<file path="src/rtl/als_spi_responder_if.sv">
// als_spi_responder_if
//   Bundle of the SPI pins and the sample/receive side-band signals of the
//   ambient-light-sensor ADC emulator.
//   Signal names keep the responder's point of view (_i = into responder).
//   Modports:
//     master : drives sclk/cs/mosi and the sample load strobe, observes results
//     slave  : the responder itself
//   Parameter FRAME_BITS sets the width of the captured MOSI word.
interface als_spi_responder_if #(
  parameter int FRAME_BITS = 16
);
  logic                  sclk_i;
  logic                  cs_i;
  logic                  mosi_i;
  logic                  miso_o;
  logic [7:0]            sample_i;
  logic                  sample_wr_i;
  logic [FRAME_BITS-1:0] rx_data_o;
  logic                  frame_done_o;
  logic                  busy_o;
  logic                  stale_o;

  modport master (
    output sclk_i, cs_i, mosi_i, sample_i, sample_wr_i,
    input  miso_o, rx_data_o, frame_done_o, busy_o, stale_o
  );

  modport slave (
    input  sclk_i, cs_i, mosi_i, sample_i, sample_wr_i,
    output miso_o, rx_data_o, frame_done_o, busy_o, stale_o
  );
endinterface

</file>
<file path="src/rtl/als_spi_responder.sv">
// als_spi_responder
//   SPI responder (CPOL=0, CPHA=0) emulating the ambient-light sensor ADC.
//   One FRAME_BITS-bit read frame per chip-select assertion carries an 8-bit
//   light sample preceded by LEAD_ZEROS zero bits and followed by zeros.
//   The MOSI bits shifted in during the frame are captured MSB first.
//
//   Ports:
//     clck_i  system clock
//     rst_i   asynchronous active-low reset
//     bus     als_spi_responder_if.slave:
//               sclk_i/cs_i/mosi_i  SPI pins from master (async to clck_i)
//               miso_o              SPI data to master
//               sample_i/sample_wr_i next sample and its one-cycle load strobe
//               rx_data_o           last complete MOSI frame
//               frame_done_o        one-cycle pulse when a full frame ends
//               busy_o              frame in progress
//               stale_o             frame in flight repeats an already-sent sample
//
//   Optional build macro ALS_RESP_LFSR_EN: the sample comes from an internal
//   8-bit Galois LFSR (x^8+x^6+x^5+x^4+1, seed 8'hA5) that advances once per
//   completed frame; sample_i/sample_wr_i are ignored and stale_o stays 0.
module als_spi_responder #(
  parameter int FRAME_BITS = 16,
  parameter int LEAD_ZEROS = 3
) (
  input logic               clck_i,
  input logic               rst_i,
  als_spi_responder_if.slave bus
);

  localparam int TRAIL_BITS = FRAME_BITS - LEAD_ZEROS - 8;
  localparam int CNT_W      = $clog2(FRAME_BITS + 1);
  localparam logic [CNT_W-1:0] CNT_LAST = CNT_W'(FRAME_BITS);

`ifdef ALS_RESP_LFSR_EN
  localparam bit LFSR_EN = 1'b1;
`else
  localparam bit LFSR_EN = 1'b0;
`endif

  typedef enum logic [1:0] {
    ST_IDLE  = 2'd0,
    ST_SHIFT = 2'd1,
    ST_HOLD  = 2'd2
  } state_e;

  // Synchronizers and edge strobes
  logic [1:0] sclk_sync_q;
  logic [1:0] cs_sync_q;
  logic [1:0] mosi_sync_q;
  logic       sclk_prev_q;
  logic       cs_prev_q;
  logic       mosi_dly_q;
  logic       sclk_rise_q;
  logic       sclk_fall_q;
  logic       cs_rise_q;
  logic       cs_fall_q;

  // Frame state
  state_e                state_q, state_d;
  logic [FRAME_BITS-1:0] shift_q, shift_d;
  logic [FRAME_BITS-1:0] rx_shift_q, rx_shift_d;
  logic [CNT_W-1:0]      bit_cnt_q, bit_cnt_d;
  logic [FRAME_BITS-1:0] rx_data_q, rx_data_d;
  logic                  frame_done_q, frame_done_d;
  logic                  busy_q, busy_d;
  logic                  stale_q, stale_d;
  logic                  miso_q, miso_d;
  logic [7:0]            hold_q, hold_d;
  logic                  fresh_q, fresh_d;

  logic [7:0]            sample_src_s;
  logic [FRAME_BITS-1:0] frame_word_s;
  logic                  sample_wr_s;

  // Two-flop synchronizers plus registered edge strobes (3 cycles pin->strobe).
  // The cs chain resets low so a chip select already asserted at reset
  // release produces no fall strobe; a high cs only yields a harmless rise.
  always_ff @(posedge clck_i or negedge rst_i) begin
    if (!rst_i) begin
      sclk_sync_q <= 2'b00;
      cs_sync_q   <= 2'b00;
      mosi_sync_q <= 2'b00;
      sclk_prev_q <= 1'b0;
      cs_prev_q   <= 1'b0;
      mosi_dly_q  <= 1'b0;
      sclk_rise_q <= 1'b0;
      sclk_fall_q <= 1'b0;
      cs_rise_q   <= 1'b0;
      cs_fall_q   <= 1'b0;
    end else begin
      sclk_sync_q <= {sclk_sync_q[0], bus.sclk_i};
      cs_sync_q   <= {cs_sync_q[0], bus.cs_i};
      mosi_sync_q <= {mosi_sync_q[0], bus.mosi_i};
      sclk_prev_q <= sclk_sync_q[1];
      cs_prev_q   <= cs_sync_q[1];
      // MOSI is delayed one more stage so it lines up with the registered strobe
      mosi_dly_q  <= mosi_sync_q[1];
      sclk_rise_q <= sclk_sync_q[1] & ~sclk_prev_q;
      sclk_fall_q <= ~sclk_sync_q[1] & sclk_prev_q;
      cs_rise_q   <= cs_sync_q[1] & ~cs_prev_q;
      cs_fall_q   <= ~cs_sync_q[1] & cs_prev_q;
    end
  end

`ifdef ALS_RESP_LFSR_EN
  logic [7:0] lfsr_q, lfsr_d;

  // Galois LFSR step, once per completed frame.
  always_comb begin
    lfsr_d = lfsr_q;
    if (frame_done_d) begin
      lfsr_d = {1'b0, lfsr_q[7:1]} ^ (lfsr_q[0] ? 8'hB8 : 8'h00);
    end else begin
      lfsr_d = lfsr_q;
    end
  end

  // LFSR state register.
  always_ff @(posedge clck_i or negedge rst_i) begin
    if (!rst_i) begin
      lfsr_q <= 8'hA5;
    end else begin
      lfsr_q <= lfsr_d;
    end
  end

  assign sample_src_s = lfsr_q;
  assign sample_wr_s  = 1'b0;
`else
  assign sample_src_s = hold_q;
  assign sample_wr_s  = bus.sample_wr_i;
`endif

  // Frame image: LEAD_ZEROS zeros, the sample, then trailing zeros.
  assign frame_word_s = FRAME_BITS'(sample_src_s) << TRAIL_BITS;

  // Next-state and output logic of the frame FSM and holding register.
  always_comb begin
    state_d      = state_q;
    shift_d      = shift_q;
    rx_shift_d   = rx_shift_q;
    bit_cnt_d    = bit_cnt_q;
    rx_data_d    = rx_data_q;
    frame_done_d = 1'b0;
    stale_d      = stale_q;
    fresh_d      = fresh_q;
    hold_d       = hold_q;
    miso_d       = 1'b0;
    busy_d       = 1'b0;

    case (state_q)
      ST_IDLE: begin
        if (cs_fall_q) begin
          // Loads the current hold_q; a same-cycle write lands afterwards
          shift_d    = frame_word_s;
          rx_shift_d = {FRAME_BITS{1'b0}};
          stale_d    = ~fresh_q;
          fresh_d    = 1'b0;
          bit_cnt_d  = {CNT_W{1'b0}};
          state_d    = ST_SHIFT;
        end else begin
          state_d = ST_IDLE;
        end
      end
      ST_SHIFT: begin
        if (cs_rise_q) begin
          // Aborted frame: no completion, rx_data kept, sample stays consumed
          stale_d = 1'b0;
          state_d = ST_IDLE;
        end else begin
          if (sclk_rise_q) begin
            rx_shift_d = {rx_shift_q[FRAME_BITS-2:0], mosi_dly_q};
            bit_cnt_d  = bit_cnt_q + CNT_W'(1);
          end else begin
            rx_shift_d = rx_shift_q;
            bit_cnt_d  = bit_cnt_q;
          end
          if (sclk_fall_q) begin
            shift_d = {shift_q[FRAME_BITS-2:0], 1'b0};
          end else begin
            shift_d = shift_q;
          end
          if (bit_cnt_d == CNT_LAST) begin
            state_d = ST_HOLD;
          end else begin
            state_d = ST_SHIFT;
          end
        end
      end
      ST_HOLD: begin
        if (cs_rise_q) begin
          rx_data_d    = rx_shift_q;
          frame_done_d = 1'b1;
          stale_d      = 1'b0;
          state_d      = ST_IDLE;
        end else begin
          state_d = ST_HOLD;
        end
      end
      default: begin
        state_d = ST_IDLE;
      end
    endcase

    // Sample writes are accepted in any state and always mark the sample fresh
    if (sample_wr_s) begin
      hold_d  = bus.sample_i;
      fresh_d = 1'b1;
    end else begin
      hold_d = hold_q;
    end

    if (LFSR_EN) begin
      stale_d = 1'b0;
    end else begin
      stale_d = stale_d;
    end

    // Outputs registered from next-state values: MISO follows the strobe by one cycle
    if (state_d == ST_SHIFT) begin
      miso_d = shift_d[FRAME_BITS-1];
    end else begin
      miso_d = 1'b0;
    end
    busy_d = (state_d != ST_IDLE);
  end

  // Frame FSM state and output registers.
  always_ff @(posedge clck_i or negedge rst_i) begin
    if (!rst_i) begin
      state_q      <= ST_IDLE;
      shift_q      <= {FRAME_BITS{1'b0}};
      rx_shift_q   <= {FRAME_BITS{1'b0}};
      bit_cnt_q    <= {CNT_W{1'b0}};
      rx_data_q    <= {FRAME_BITS{1'b0}};
      frame_done_q <= 1'b0;
      busy_q       <= 1'b0;
      stale_q      <= 1'b0;
      miso_q       <= 1'b0;
      hold_q       <= 8'h00;
      fresh_q      <= 1'b0;
    end else begin
      state_q      <= state_d;
      shift_q      <= shift_d;
      rx_shift_q   <= rx_shift_d;
      bit_cnt_q    <= bit_cnt_d;
      rx_data_q    <= rx_data_d;
      frame_done_q <= frame_done_d;
      busy_q       <= busy_d;
      stale_q      <= stale_d;
      miso_q       <= miso_d;
      hold_q       <= hold_d;
      fresh_q      <= fresh_d;
    end
  end

  assign bus.miso_o       = miso_q;
  assign bus.rx_data_o    = rx_data_q;
  assign bus.frame_done_o = frame_done_q;
  assign bus.busy_o       = busy_q;
  assign bus.stale_o      = stale_q;

endmodule

</file>
<file path="src/flat_wrapper.sv">
// flat-port wrapper written by rule: the top's interface ports become plain ports
module als_spi_responder_flat 
#(
  parameter int FRAME_BITS = 16,
  parameter int LEAD_ZEROS = 3
)
  (clck_i, rst_i, bus_sclk_i, bus_cs_i, bus_mosi_i, bus_sample_i, bus_sample_wr_i, bus_miso_o, bus_rx_data_o, bus_frame_done_o, bus_busy_o, bus_stale_o);
  als_spi_responder_if #(.FRAME_BITS(FRAME_BITS)) bus_i ();
  input logic clck_i;
  input logic rst_i;
  input wire logic [$bits(bus_i.sclk_i)-1:0] bus_sclk_i;
  input wire logic [$bits(bus_i.cs_i)-1:0] bus_cs_i;
  input wire logic [$bits(bus_i.mosi_i)-1:0] bus_mosi_i;
  input wire logic [$bits(bus_i.sample_i)-1:0] bus_sample_i;
  input wire logic [$bits(bus_i.sample_wr_i)-1:0] bus_sample_wr_i;
  output wire logic [$bits(bus_i.miso_o)-1:0] bus_miso_o;
  output wire logic [$bits(bus_i.rx_data_o)-1:0] bus_rx_data_o;
  output wire logic [$bits(bus_i.frame_done_o)-1:0] bus_frame_done_o;
  output wire logic [$bits(bus_i.busy_o)-1:0] bus_busy_o;
  output wire logic [$bits(bus_i.stale_o)-1:0] bus_stale_o;
  assign bus_i.sclk_i = bus_sclk_i;
  assign bus_i.cs_i = bus_cs_i;
  assign bus_i.mosi_i = bus_mosi_i;
  assign bus_i.sample_i = bus_sample_i;
  assign bus_i.sample_wr_i = bus_sample_wr_i;
  assign bus_miso_o = bus_i.miso_o;
  assign bus_rx_data_o = bus_i.rx_data_o;
  assign bus_frame_done_o = bus_i.frame_done_o;
  assign bus_busy_o = bus_i.busy_o;
  assign bus_stale_o = bus_i.stale_o;
  als_spi_responder #(.FRAME_BITS(FRAME_BITS), .LEAD_ZEROS(LEAD_ZEROS)) u_core (.clck_i(clck_i), .rst_i(rst_i), .bus(bus_i));
endmodule
</file>
<file path="config.mk">
export PLATFORM = sky130hd
export DESIGN_NAME = als_spi_responder_flat
export DESIGN_NICKNAME = d
export VERILOG_FILES = /design/src/rtl/als_spi_responder_if.sv /design/src/rtl/als_spi_responder.sv /design/src/flat_wrapper.sv
export SDC_FILE = /design/constraint.sdc
export NUM_CORES = 1
export LEC_CHECK = 0
export ABC_AREA = 1
export CAP_MARGIN = 20
export CORE_MARGIN = 2
export CORE_UTILIZATION = 55
export DETAILED_ROUTE_END_ITERATION = 8
export PLACE_DENSITY_LB_ADDON = 0.2
export SYNTH_ARGS = -nofsm -noshare
export SYNTH_HDL_FRONTEND = slang
export SYNTH_SLANG_ARGS = --single-unit
export TNS_END_PERCENT = 100
</file>
<file path="constraint.sdc">
create_clock -name clck_i -period 2.1 [get_ports clck_i]
set_input_delay 0.42 -clock clck_i [delete_from_list [all_inputs] [get_ports clck_i]]
set_output_delay 0.42 -clock clck_i [all_outputs]
set_load 0.05 [all_outputs]
</file>
==> impl_metrics.yaml, run 1 <==
critical_path:
  crit_chain: "clkdlybuf4s50_1"
  cp-start-kind: "flip-flop"
  reg2regPathDepth: 9
  worst_ep_required_time_ns: 1.68
  worstSetupPathType: "reg2out"
  critPathCaptureType: "primary output"
  cp.buffers_inverters: 1
  crit_family: "buffers and inverters"
  critPathMaxFanout: 2
  critPathSlowestCell: "clkdlybuf4s50_1"
  reg2reg_to: "u_core.rx_shift_q[9]$_DFFE_PN0P_"
  r2r_start: "u_core.state_q[0]$_DFF_PN0_"
  reg2reg_slack_ns: 0.28
  worst_path_largest_cell_delay_ns: 0.81
  cp.arrival_ns: 1.51
placement:
  placed_cells: 416
  pre_cts_ws_ns: 0.3245
  dp_hpwl_mm: 3.741
  numPortBuffers: 33
  gp_congestion: 0.8318
synthesis:
  synthAdderAreaFrac_pct: 1.967
  syn-num-nets: 334
  synth.area.top_cells: "dfrtp_1 63%, nand2_1 7.0%, inv_1 5.7%, o21ai_0 4.9%, mux2_2 2.8%"
  ys_seq_area_share_pct: 62.94
  synth.avg_cell_area_um2: 10.10
  synth_top_family_by_area: "simple AND/OR/NAND/NOR gates"
  synth_xor_area_share_pct: 0
  synth-compound-area-share_pct: 11.72
  synth_warnings: 0
  yosys.area.top_type: "dfrtp_1"
  syn_area_um2: 3181
  synth.top_cell.area_share_pct: 62.94
  yosys_register_bits: 80
  synthCells: 315
  ys_types: 24
  synthMuxAreaShare_pct: 2.832
  synthSimpleGateAreaFrac_pct: 12.55
final_layout:
  drive_gt1_share_pct: 10.28
  nets: 374
  stdcell_count: 432
  nFillCells: 450
  diodes: 0
  syn_to_final_growth_pct: 19.32
die:
  start_util_pct: 57.41
  fp.dieH_um: 80.05
  die_w_um: 80.05
  die-area_um2: 6407
  ioPinCount: 34
  coreArea_um2: 5540
  rows: 27
grt:
  overflow: 0
  grt_start_max_net_pins: 34
  grt_pass1_wl_mm: 9.729
  antenna_found_initial: 0
  grt_use_total_pct: 19.86
  grt_pass1_vias: 2245
status:
  status: "complete, no violations"
timing:
  slew_headroom_pct: 66.24
  timing.final.ws_setup_ns: 0.1680
  maxSlewViolCount: 0
  min_period_ns: 1.932
  fin_crit_sh_pct: 92.00
  tightestPinTransition_ns: 0.5048
  finalSetupTns_ns: 0
  rsz0062_at_grt: "no"
  setup_viol: 0
  max_freq_mhz: 517.6
  hold_viol: 0
  finClkSkew_ns: 0.007048
drt:
  routed_via_density: 5.211
  drtAntennaViolNets: 0
  first_pass_iters: 5
  drc: 0
  wl_per_cell_um: 12.72
  totalWireLength_mm: 5.494
  drt_iter0_drc: 144
  vias: 2251
clock_tree:
  cts_resized: 0
  holdBufCountCts: 0
  cts_max_level: 3
  clock_latency_ns: 0.33
  cts_setup_buffers: 0
  clkSinkCount: 80
  clock_path_buffers: 2
  cts_tree: "done"
  cts_made_buffers: 9
  cts-root-buf: "clkbuf_8"
  clk_pin_slew_ns: 0.08
power_and_ir_drop:
  p_per_area_nw_per_um2: 921.0
  peakVddDrop_v: 0.0007679
  leakagePower_nw: 1.735
hold_path:
  hold_class: "in2async"
flow_run:
  drv_cap: 0
==> worst max path at each step <==
stage,start,to,slack [ns],depth (start not counted)
3_3_place_gp,u_core.state_q[0]$_DFF_PN0_,u_core.shift_q[4]$_DFFE_PN0P_,0.37,9
6_report,u_core.bus.rx_data_o[1]$_DFFE_PN0P_,bus_rx_data_o[1],0.17,1
4_1_cts,u_core.bus.rx_data_o[10]$_DFFE_PN0P_,bus_rx_data_o[10],0.16,1
5_1_grt,u_core.bus.rx_data_o[3]$_DFFE_PN0P_,bus_rx_data_o[3],0.12,1
2_1_floorplan,u_core.state_q[1]$_DFF_PN0_,u_core.shift_q[12]$_DFFE_PN0P_,0.51,9
3_5_place_dp,u_core.state_q[0]$_DFF_PN0_,u_core.shift_q[12]$_DFFE_PN0P_,0.32,9
==> placed cells by master (no fill, tap or decap) <==
cell type | synthesis | layout
inv_1 | 48 | 48
o21ai_0 | 31 | 31
nor2_2 | 1 | 1
clkbuf_8 | 0 | 11
mux2_2 | 8 | 8
a21o_1 | 1 | 1
buf_12 | 0 | 1
a31oi_1 | 7 | 7
nand2_1 | 59 | 59
o21ai_2 | 2 | 2
a21oi_4 | 1 | 1
dfrtp_1 | 80 | 80
inv_4 | 1 | 1
nand2_2 | 1 | 1
nor2_1 | 22 | 22
o22ai_1 | 14 | 14
nand3_1 | 14 | 14
buf_4 | 2 | 7
a21oi_1 | 5 | 5
clkbuf_1 | 4 | 2
ha_1 | 5 | 5
a31oi_2 | 1 | 1
o31ai_1 | 1 | 1
nand4_1 | 2 | 2
clkdlybuf4s50_1 | 0 | 32
clkinv_2 | 0 | 2
bufinv_16 | 0 | 1
==> synthesized netlist by cell type <==
| cell type | instances |
|---|---|
| mux2_2 | 8 |
| nand3_1 | 14 |
| a21oi_4 | 1 |
| a31oi_2 | 1 |
| nand2_2 | 1 |
| a21o_1 | 1 |
| buf_4 | 2 |
| nor2_1 | 22 |
| nor2_2 | 1 |
| dfrtp_1 | 80 |
| buf_6 | 2 |
| buf_2 | 3 |
| nand4_1 | 2 |
| ha_1 | 5 |
| o21ai_0 | 31 |
| o22ai_1 | 14 |
| o31ai_1 | 1 |
| inv_1 | 48 |
| a21oi_1 | 5 |
| o21ai_2 | 2 |
| nand2_1 | 59 |
| clkbuf_1 | 4 |
| inv_4 | 1 |
| a31oi_1 | 7 |
==> cell families after synthesis <==
logic type | Yosys count
and+or+nand+nor | 99
DFF | 80
AOI/OAI and AO/OA | 63
buffers and inverters | 60
muxes | 8
adders and majority gates | 5
==> per-layer routing <==
metal | wire (um) | track usage, % | up-vias
met5 | 0 | 0 | -
met4 | 96 | 10.34 | 0
met3 | 172 | 4.072 | 8
met2 | 2706 | 32.25 | 33
met1 | 2519 | 25.17 | 1123
li1 | - | - | 1087
==> sequential cells by signal (all words and copies together), names as in the netlist, 2 cells and up <==
signal,cells
u_core.bus.rx_data_o,16
u_core.rx_shift_q,16
u_core.shift_q,15
u_core.hold_q,8
u_core.bit_cnt_q,5
u_core.cs_sync_q,2
u_core.mosi_sync_q,2
u_core.sclk_sync_q,2
u_core.state_q,2
==> through the flow <==
step	hold slack, ns	util, %	power [mW]	cell area [um2]
2_1_floorplan	0.1244	-	2.224	3181
3_3_place_gp	0.3344	64.91	2.372	3596
3_5_place_dp	0.3387	64.91	2.402	3596
4_1_cts	0.02102	68.50	3.530	3795
5_1_grt	0.04004	68.50	3.679	3795
6_report	0.01345	68.50	3.495	3795
==> cell type report <==
class                   instances  area (um2)  area share [%]
flip-flops and latches         80        2002           52.75
inverters                      49       186.4           4.913
repair buffers                 40       392.9           10.35
clock buffers                  13       158.9           4.187
clock inverters                 3       40.04           1.055
multi-input cells             175       924.6           24.37
well taps                      72       90.09           2.374
==> power breakdown <==
group          internal (mW)  switching [mW]  leakage (nW)  total (mW)
clock                  0.612           0.511         0.103        1.12
sequential              1.71           0.100          1.04        1.81
combinational          0.217           0.344         0.590       0.561
No activity file was read; power rests on OpenSTA's default activity.
==> inputs of run 2 (changes only) <==
--- a/config.mk
+++ b/config.mk
@@ -7,7 +7,7 @@
 export LEC_CHECK = 0
 export ABC_AREA = 1
 export CAP_MARGIN = 20
-export CORE_MARGIN = 2
+export CORE_MARGIN = 4
 export CORE_UTILIZATION = 55
 export DETAILED_ROUTE_END_ITERATION = 8
 export PLACE_DENSITY_LB_ADDON = 0.2
==> impl_metrics.yaml, run 2 (synthesis results as in run 1) <==
status:
  status: "complete, no violations"
placement:
  dp_hpwl_mm: 3.649
  numPortBuffers: 33
  dpl_cell_area_um2: 3588
  pre_cts_ws_ns: 0.3634
  gp_congestion: 0.8665
critical_path:
  cp.buffers_inverters: 1
  worst_ep_required_time_ns: 1.68
  crit_chain: "clkdlybuf4s50_1"
  critPathMaxFanout: 2
  worst_path_largest_cell_delay_ns: 0.81
  critPathSlowestCell: "clkdlybuf4s50_1"
  cp-start-kind: "flip-flop"
  cp.arrival_ns: 1.52
  critPathCaptureType: "primary output"
  worstSetupPathType: "reg2out"
  crit_family: "buffers and inverters"
timing:
  fin_crit_sh_pct: 92.47
  min_period_ns: 1.942
  setup_viol: 0
  hold_viol: 0
  max_freq_mhz: 514.9
  tightestPinTransition_ns: 0.5284
  finalSetupTns_ns: 0
  timing.final.ws_setup_ns: 0.1581
  finClkSkew_ns: 0.01121
  slew_headroom_pct: 64.73
  rsz0062_at_grt: "no"
  whs_ns: 0.03245
  maxSlewViolCount: 0
final_layout:
  design_area_um2: 3771
  multi_input_area_um2: 924.6
  regArea_um2: 2002
  final_common_cell: "dfrtp_1"
  drive_gt1_share_pct: 10.31
  syn_to_final_growth_pct: 18.57
  diodes: 0
  nFillCells: 446
  layout_common_cells: "80 x dfrtp_1, 59 x nand2_1, 48 x inv_1"
  nets: 373
clock_tree:
  cts_setup_buffers: 0
  clock_latency_ns: 0.35
  cts_max_level: 3
  cts_tree: "done"
  cts_made_buffers: 9
  cts-root-buf: "clkbuf_8"
  clock_path_buffers: 2
  clkSinkCount: 80
  cts_resized: 0
  holdBufCountCts: 0
  clk_pin_slew_ns: 0.08
power_and_ir_drop:
  intPower_mw: 2.422
  totalPowerFinal_mw: 3.399
  p_clk_share_pct: 30.6
  combPwrFrac_pct: 16.3
  peakVddDrop_v: 0.0007024
  swShare_pct: 28.75
  p_switching_mw: 0.9770
  seqPwrFrac_pct: 53.2
  leakagePower_nw: 1.722
  p_per_area_nw_per_um2: 901.3
grt:
  overflow: 0
  grt_use_total_pct: 17.41
  grt_pass1_wl_mm: 9.770
  grt_pass1_vias: 2138
  grt_start_max_net_pins: 45
  antenna_found_initial: 0
drt:
  drtAntennaViolNets: 0
  first_pass_iters: 4
  drt_iter0_drc: 91
  routed_via_density: 5.053
  wl_per_cell_um: 12.51
  vias: 2178
  drc: 0
  totalWireLength_mm: 5.390
die:
  die-area_um2: 7064
  coreArea_um2: 5574
  die_w_um: 84.05
  rows: 27
  ioPinCount: 34
  start_util_pct: 57.06
  fp.dieH_um: 84.05
flow_run:
  drv_cap: 0
hold_path:
  hold_class: "in2async"
## run 2: cell count changes in the layout (fill, tap and decap cells not counted)
cell / delta
bufinv_16: -1
inv_6: +1
clkbuf_1: -1
clkinv_4: +1
buf_4: -1
## run 2: cell type report
class,instances,area share (%)
Inverter,49,4.944
Clock inverter,4,0.7299
Multi-Input combinational cell,175,24.52
Sequential cell,80,53.09
Clock buffer,12,4.114
Tap cell,72,2.389
Timing Repair Buffer,39,10.22
## run 2: final timing paths
check / startpoint / end / slack [ns] / depth (start not counted)
worst max-delay path: u_core.bus.stale_o$_DFFE_PN0P_ / bus_stale_o / 0.16 / 1
min in group clck_i: u_core.sclk_sync_q[0]$_DFF_PN0_ / u_core.sclk_sync_q[1]$_DFF_PN0_ / 0.35 / 0
worst min register to register: u_core.sclk_sync_q[0]$_DFF_PN0_ / u_core.sclk_sync_q[1]$_DFF_PN0_ / 0.35 / 0
max in group asynchronous: rst_i / u_core.sclk_sync_q[0]$_DFF_PN0_ / 1.48 / 2
worst max register to register: u_core.state_q[1]$_DFF_PN0_ / u_core.shift_q[12]$_DFFE_PN0P_ / 0.34 / 8
worst min-delay path: rst_i / u_core.bus.rx_data_o[8]$_DFFE_PN0P_ / 0.03 / 1
## run 2: through the flow
stage | cells | utilization (%)
floorplan | 315 | -
global placement | 415 | 64.38
detailed placement | 415 | 64.38
CTS | 431 | 67.65
global route | 431 | 67.65
finish | 431 | 67.65
## run 2: routing by layer
layer,track usage (%),share of wire [%]
met1,23.93,50
met2,25.61,44
met3,4.344,3.7
met4,8.918,1.9
met5,0,0
## run 2: power by group through the flow
stage,Sequential (mW),Combinational [mW],Clock (mW)
4_1_cts,1.81,0.559,1.07
5_1_grt,1.83,0.628,1.14
3_3_place_gp,1.83,0.538,0
2_1_floorplan,1.85,0.371,0
3_5_place_dp,1.83,0.554,0
6_report,1.81,0.553,1.04
==> inputs of run 3 (changes only) <==
--- a/config.mk
+++ b/config.mk
@@ -8,7 +8,7 @@
 export ABC_AREA = 1
 export CAP_MARGIN = 20
 export CORE_MARGIN = 4
-export CORE_UTILIZATION = 55
+export CORE_UTILIZATION = 60
 export DETAILED_ROUTE_END_ITERATION = 8
 export PLACE_DENSITY_LB_ADDON = 0.2
 export SYNTH_ARGS = -nofsm -noshare
==> constraint.sdc (replaced) <==
create_clock -name clck_i -period 2.3 [get_ports clck_i]
set_input_delay 0.46 -clock clck_i [delete_from_list [all_inputs] [get_ports clck_i]]
set_output_delay 0.46 -clock clck_i [all_outputs]
set_load 0.05 [all_outputs]
==> impl_metrics.yaml, run 3 (synthesis results as in run 1) <==
status:
  status: "complete, no violations"
clock_tree:
  cts_setup_buffers: 0
  cts_resized: 0
  clk_pin_slew_ns: 0.08
  clock_latency_ns: 0.34
  clkSinkCount: 80
  cts_made_buffers: 9
  cts-root-buf: "clkbuf_8"
  holdBufCountCts: 0
  cts_tree: "done"
  clock_path_buffers: 2
  cts_max_level: 3
placement:
  gp_congestion: 0.8798
  dp_hpwl_mm: 3.756
  pre_cts_ws_ns: 0.5683
  placed_cells: 414
  numPortBuffers: 33
power_and_ir_drop:
  p_switching_mw: 0.8933
  p_clk_share_pct: 31.8
  p_per_area_nw_per_um2: 835.6
  combPwrFrac_pct: 15.9
  intPower_mw: 2.260
  peakVddDrop_v: 0.0006567
  seqPwrFrac_pct: 52.3
  leakagePower_nw: 1.723
  swShare_pct: 28.33
die:
  coreArea_um2: 5107
  start_util_pct: 62.27
  rows: 26
  ioPinCount: 34
  die_w_um: 80.81
  die-area_um2: 6529
  fp.dieH_um: 80.81
final_layout:
  syn_to_final_growth_pct: 18.65
  regArea_um2: 2002
  nets: 374
  layout_common_cells: "80 x dfrtp_1, 59 x nand2_1, 48 x inv_1"
  final_common_cell: "dfrtp_1"
  drive_gt1_share_pct: 10.56
  stdcell_count: 430
  nFillCells: 379
  diodes: 0
  multi_input_area_um2: 924.6
critical_path:
  worst_path_largest_cell_delay_ns: 0.83
  critPathCaptureType: "primary output"
  cp.arrival_ns: 1.54
  critPathMaxFanout: 2
  worstSetupPathType: "reg2out"
  crit_chain: "clkdlybuf4s50_1"
  cp.buffers_inverters: 1
  reg2reg_slack_ns: 0.51
  crit_family: "buffers and inverters"
  worst_ep_required_time_ns: 1.84
  critPathSlowestCell: "clkdlybuf4s50_1"
  cp-start-kind: "flip-flop"
hold_path:
  hold_class: "in2async"
drt:
  first_pass_iters: 5
  totalWireLength_mm: 5.458
  wl_per_cell_um: 12.69
  drt_iter0_drc: 88
  drc: 0
  routed_via_density: 5.121
  drtAntennaViolNets: 0
  vias: 2202
grt:
  grt_start_max_net_pins: 41
  grt_pass1_vias: 2181
  antenna_found_initial: 0
  grt_pass1_wl_mm: 9.570
  grt_use_total_pct: 19.36
  overflow: 0
timing:
  timing.final.ws_setup_ns: 0.3002
  max_freq_mhz: 500.1
  slew_headroom_pct: 65.28
  finalSetupTns_ns: 0
  maxSlewViolCount: 0
  setup_viol: 0
  tightestPinTransition_ns: 0.5192
  finClkSkew_ns: 0.01124
  whs_ns: 0.07333
  min_period_ns: 2.000
  rsz0062_at_grt: "no"
  hold_viol: 0
  fin_crit_sh_pct: 86.95
flow_run:
  drv_cap: 0
run 3: changes by cell type in the layout (fill, tap and decap cells not counted), sizes merged:
cell / delta
buf: +1
clkbuf: -2
bufinv: +1
clkinv: -1
inv: +1
clkinvlp: +1
run 3: power by group through the flow:
stage / combinational [mW] / clock [mW] / sequential, mW
2_1_floorplan: 0.339 / 0 / 1.69
3_3_place_gp: 0.491 / 0 / 1.67
3_5_place_dp: 0.504 / 0 / 1.68
4_1_cts: 0.509 / 1.03 / 1.65
5_1_grt: 0.572 / 1.09 / 1.66
6_report: 0.502 / 1.00 / 1.65
run 3: area by class of cell:
cell class / count / share of cell area (%)
clock inverter: 6 / 1.724
sequential: 80 / 53.05
tap: 70 / 2.321
inverter: 49 / 4.940
clock buffer: 10 / 3.382
timing repair buffer: 40 / 10.08
multi-input combinational: 175 / 24.50
run 3: final timing paths:
check	from	to	depth (start not counted)
setup / recovery	u_core.bus.rx_data_o[0]$_DFFE_PN0P_	bus_rx_data_o[0]	1
hold / removal	rst_i	u_core.rx_shift_q[10]$_DFFE_PN0P_	1
setup reg to reg	u_core.state_q[0]$_DFF_PN0_	u_core.shift_q[6]$_DFFE_PN0P_	9
hold reg to reg	u_core.sclk_sync_q[0]$_DFF_PN0_	u_core.sclk_sync_q[1]$_DFF_PN0_	0
max in group asynchronous	rst_i	u_core.shift_q[8]$_DFFE_PN0P_	2
min in group clck_i	u_core.sclk_sync_q[0]$_DFF_PN0_	u_core.sclk_sync_q[1]$_DFF_PN0_	0
run 3: metal layers:
layer / global-route usage, % / part of all wire [%]
met4: 6.926 / 1.3
met1: 23.70 / 45
met3: 6.208 / 3.9
met2: 32.35 / 50
met5: 0 / 0
run 3: stage by stage:
stage | utilization [%] | instance area (um2) | power, mW
floorplan | - | 3181 | 2.031
global placement | 70.11 | 3581 | 2.159
detailed placement | 70.11 | 3581 | 2.181
CTS | 73.89 | 3774 | 3.186
global route | 73.89 | 3774 | 3.327
finish | 73.89 | 3774 | 3.153
==> edit (flow settings as in run 3) <==
Change the localparam `LFSR_EN` from 1'b0 to 1'b1.
--- a/src/rtl/als_spi_responder.sv
+++ b/src/rtl/als_spi_responder.sv
@@ -35,7 +35,7 @@
 `ifdef ALS_RESP_LFSR_EN
   localparam bit LFSR_EN = 1'b1;
 `else
-  localparam bit LFSR_EN = 1'b0;
+  localparam bit LFSR_EN = 1'b1;
 `endif
 
   typedef enum logic [1:0] {
Function: changed (a bounded check fails within 10 cycles, from zero or initial values and one cycle with rst_i low).
==> edit against run 3 <==
- routed wire length shrank 5.8%
- sequential cell count shrank 2
- non-clock buffer count shrank 6
- area after synthesis shrank 5.4%
- setup slack gained 0.027 ns
- utilization grew 1.0 points
- final area shrank 5.0%
- power shrank 7.0%
- critical path type unchanged
- largest cell class unchanged
==> edit: results (changes against run 3) <==
.. list-table::
   :header-rows: 1

   * - Metric
     - Value
   * - Run status
     - complete, no violations
   * - Synthesized netlist net count
     - 311 (-6.9%)
   * - Register-to-Register Setup Slack
     - 0.63 ns (+0.12 ns)
   * - Power consumed by combinational cells
     - 0.000315 W (-37%)
   * - Wirelength per Cell
     - 12.79 µm (+0.77%)
   * - Final Critical Period
     - 1.973 ns (-0.02679 ns)
   * - Combinational cell fraction of total power
     - 10.7% (-5.2 points)
   * - Largest vdd supply drop
     - 0.0006419 V (-2.3%)
   * - First-pass GRT wire length
     - 9397 µm (-1.8%)
   * - Critical R2R Capture
     - u_core.rx_shift_q[3]$_DFFE_PN0P_
   * - Net switching power
     - 0.0007112 W (-20%)
   * - Pin count of the biggest net entering global routing
     - 53 (+29%)
   * - Total iterations of the first detailed-routing run
     - 4 (-1)
   * - Static power due to leakage
     - 1.657 nW (-3.9%)
   * - Aggregate routed wire length
     - 5142 µm (-5.8%)
   * - Met3 Track Usage GR
     - 5.329% (-0.88 points)
   * - Seq/Total Area, Yosys
     - 64.84% (+1.9 points)
   * - Share of post-route cells with drive strength above 1
     - 8.060% (-2.5 points)
   * - CP endpoint
     - bus_rx_data_o[11]
   * - Mux share of post-synthesis cell area
     - 1.496% (-1.3 points)
   * - Synthesized instance count
     - 296 (-6.0%)
   * - Top cells by area in the synthesized netlist
     - dfrtp_1, o21ai_0, inv_1, nand2_1, nand3_1
   * - Sum of routed wire segments on met1
     - 2380 µm (-3.5%)
   * - Placed Instance Area
     - 3369 µm² (-5.9%)
   * - Port bufs
     - 32 (-3.0%)
   * - Met3 wire len
     - 216 µm (+0.93%)
   * - Met2 wire length
     - 2443 µm (-9.8%)
   * - Register share of total power
     - 52.1% (-0.2 points)
   * - DR vias/cell
     - 5.090 (-0.61%)
   * - Largest family of logic cells by synthesized area
     - compound AO/OA/AOI/OAI gates
   * - Number of nets in the finished design
     - 345 (-7.8%)
   * - Final hold slack
     - 0.02776 ns (-0.04557 ns)
   * - Placed Instances
     - 386 (-6.8%)
   * - Drt first-iter violations
     - 103 (+17%)
   * - Unique cell type count in the Yosys netlist
     - 25 (+4.2%)
   * - Top post-synthesis cells by count
     - dfrtp_1, inv_1, nand2_1
   * - Met2 GRT Util
     - 31.07% (-1.3 points)
   * - Max incr delay on CP
     - 0.81 ns (-0.02 ns)
   * - Reg2reg start
     - u_core.state_q[1]$_DFF_PN0_
-- edit: cell count changes in the layout (fill, tap and decap cells not counted), moves of 5 or more --
cell     before  now
nand3_1      14   19
nand2_1      59   46
o21ai_0      31   43
a31oi_1       7    0
o22ai_1      14    8
nor2_1       22   12
buf_4         8    2
-- edit: worst register-to-register path, delay by kind of cell (launching register included) --
kind	cells	cell delay, ns
and+or+nand+nor	3	0.38
buffers and inverters	2	0.16
DFF	1	0.39
AOI/OAI and AO/OA	2	0.65
-- edit: logic make-up (layout without fill, tap and decap cells) --
logic type,count (synthesis),count (layout)
AOI/OAI and AO/OA,63,63
adders and majority gates,1,1
buffers and inverters,66,105
DFF,78,78
muxes,4,4
other,1,1
and+or+nand+nor,83,83
-- edit: area by class of cell --
type | count | area [µm²]
multi-input cells | 152 | 782.0
clock buffers | 12 | 145.1
well taps | 67 | 83.83
repair buffers | 34 | 345.3
fillers | 340 | 1201
clock inverters | 4 | 70.07
flip-flops and latches | 78 | 1952
inverters | 55 | 206.4
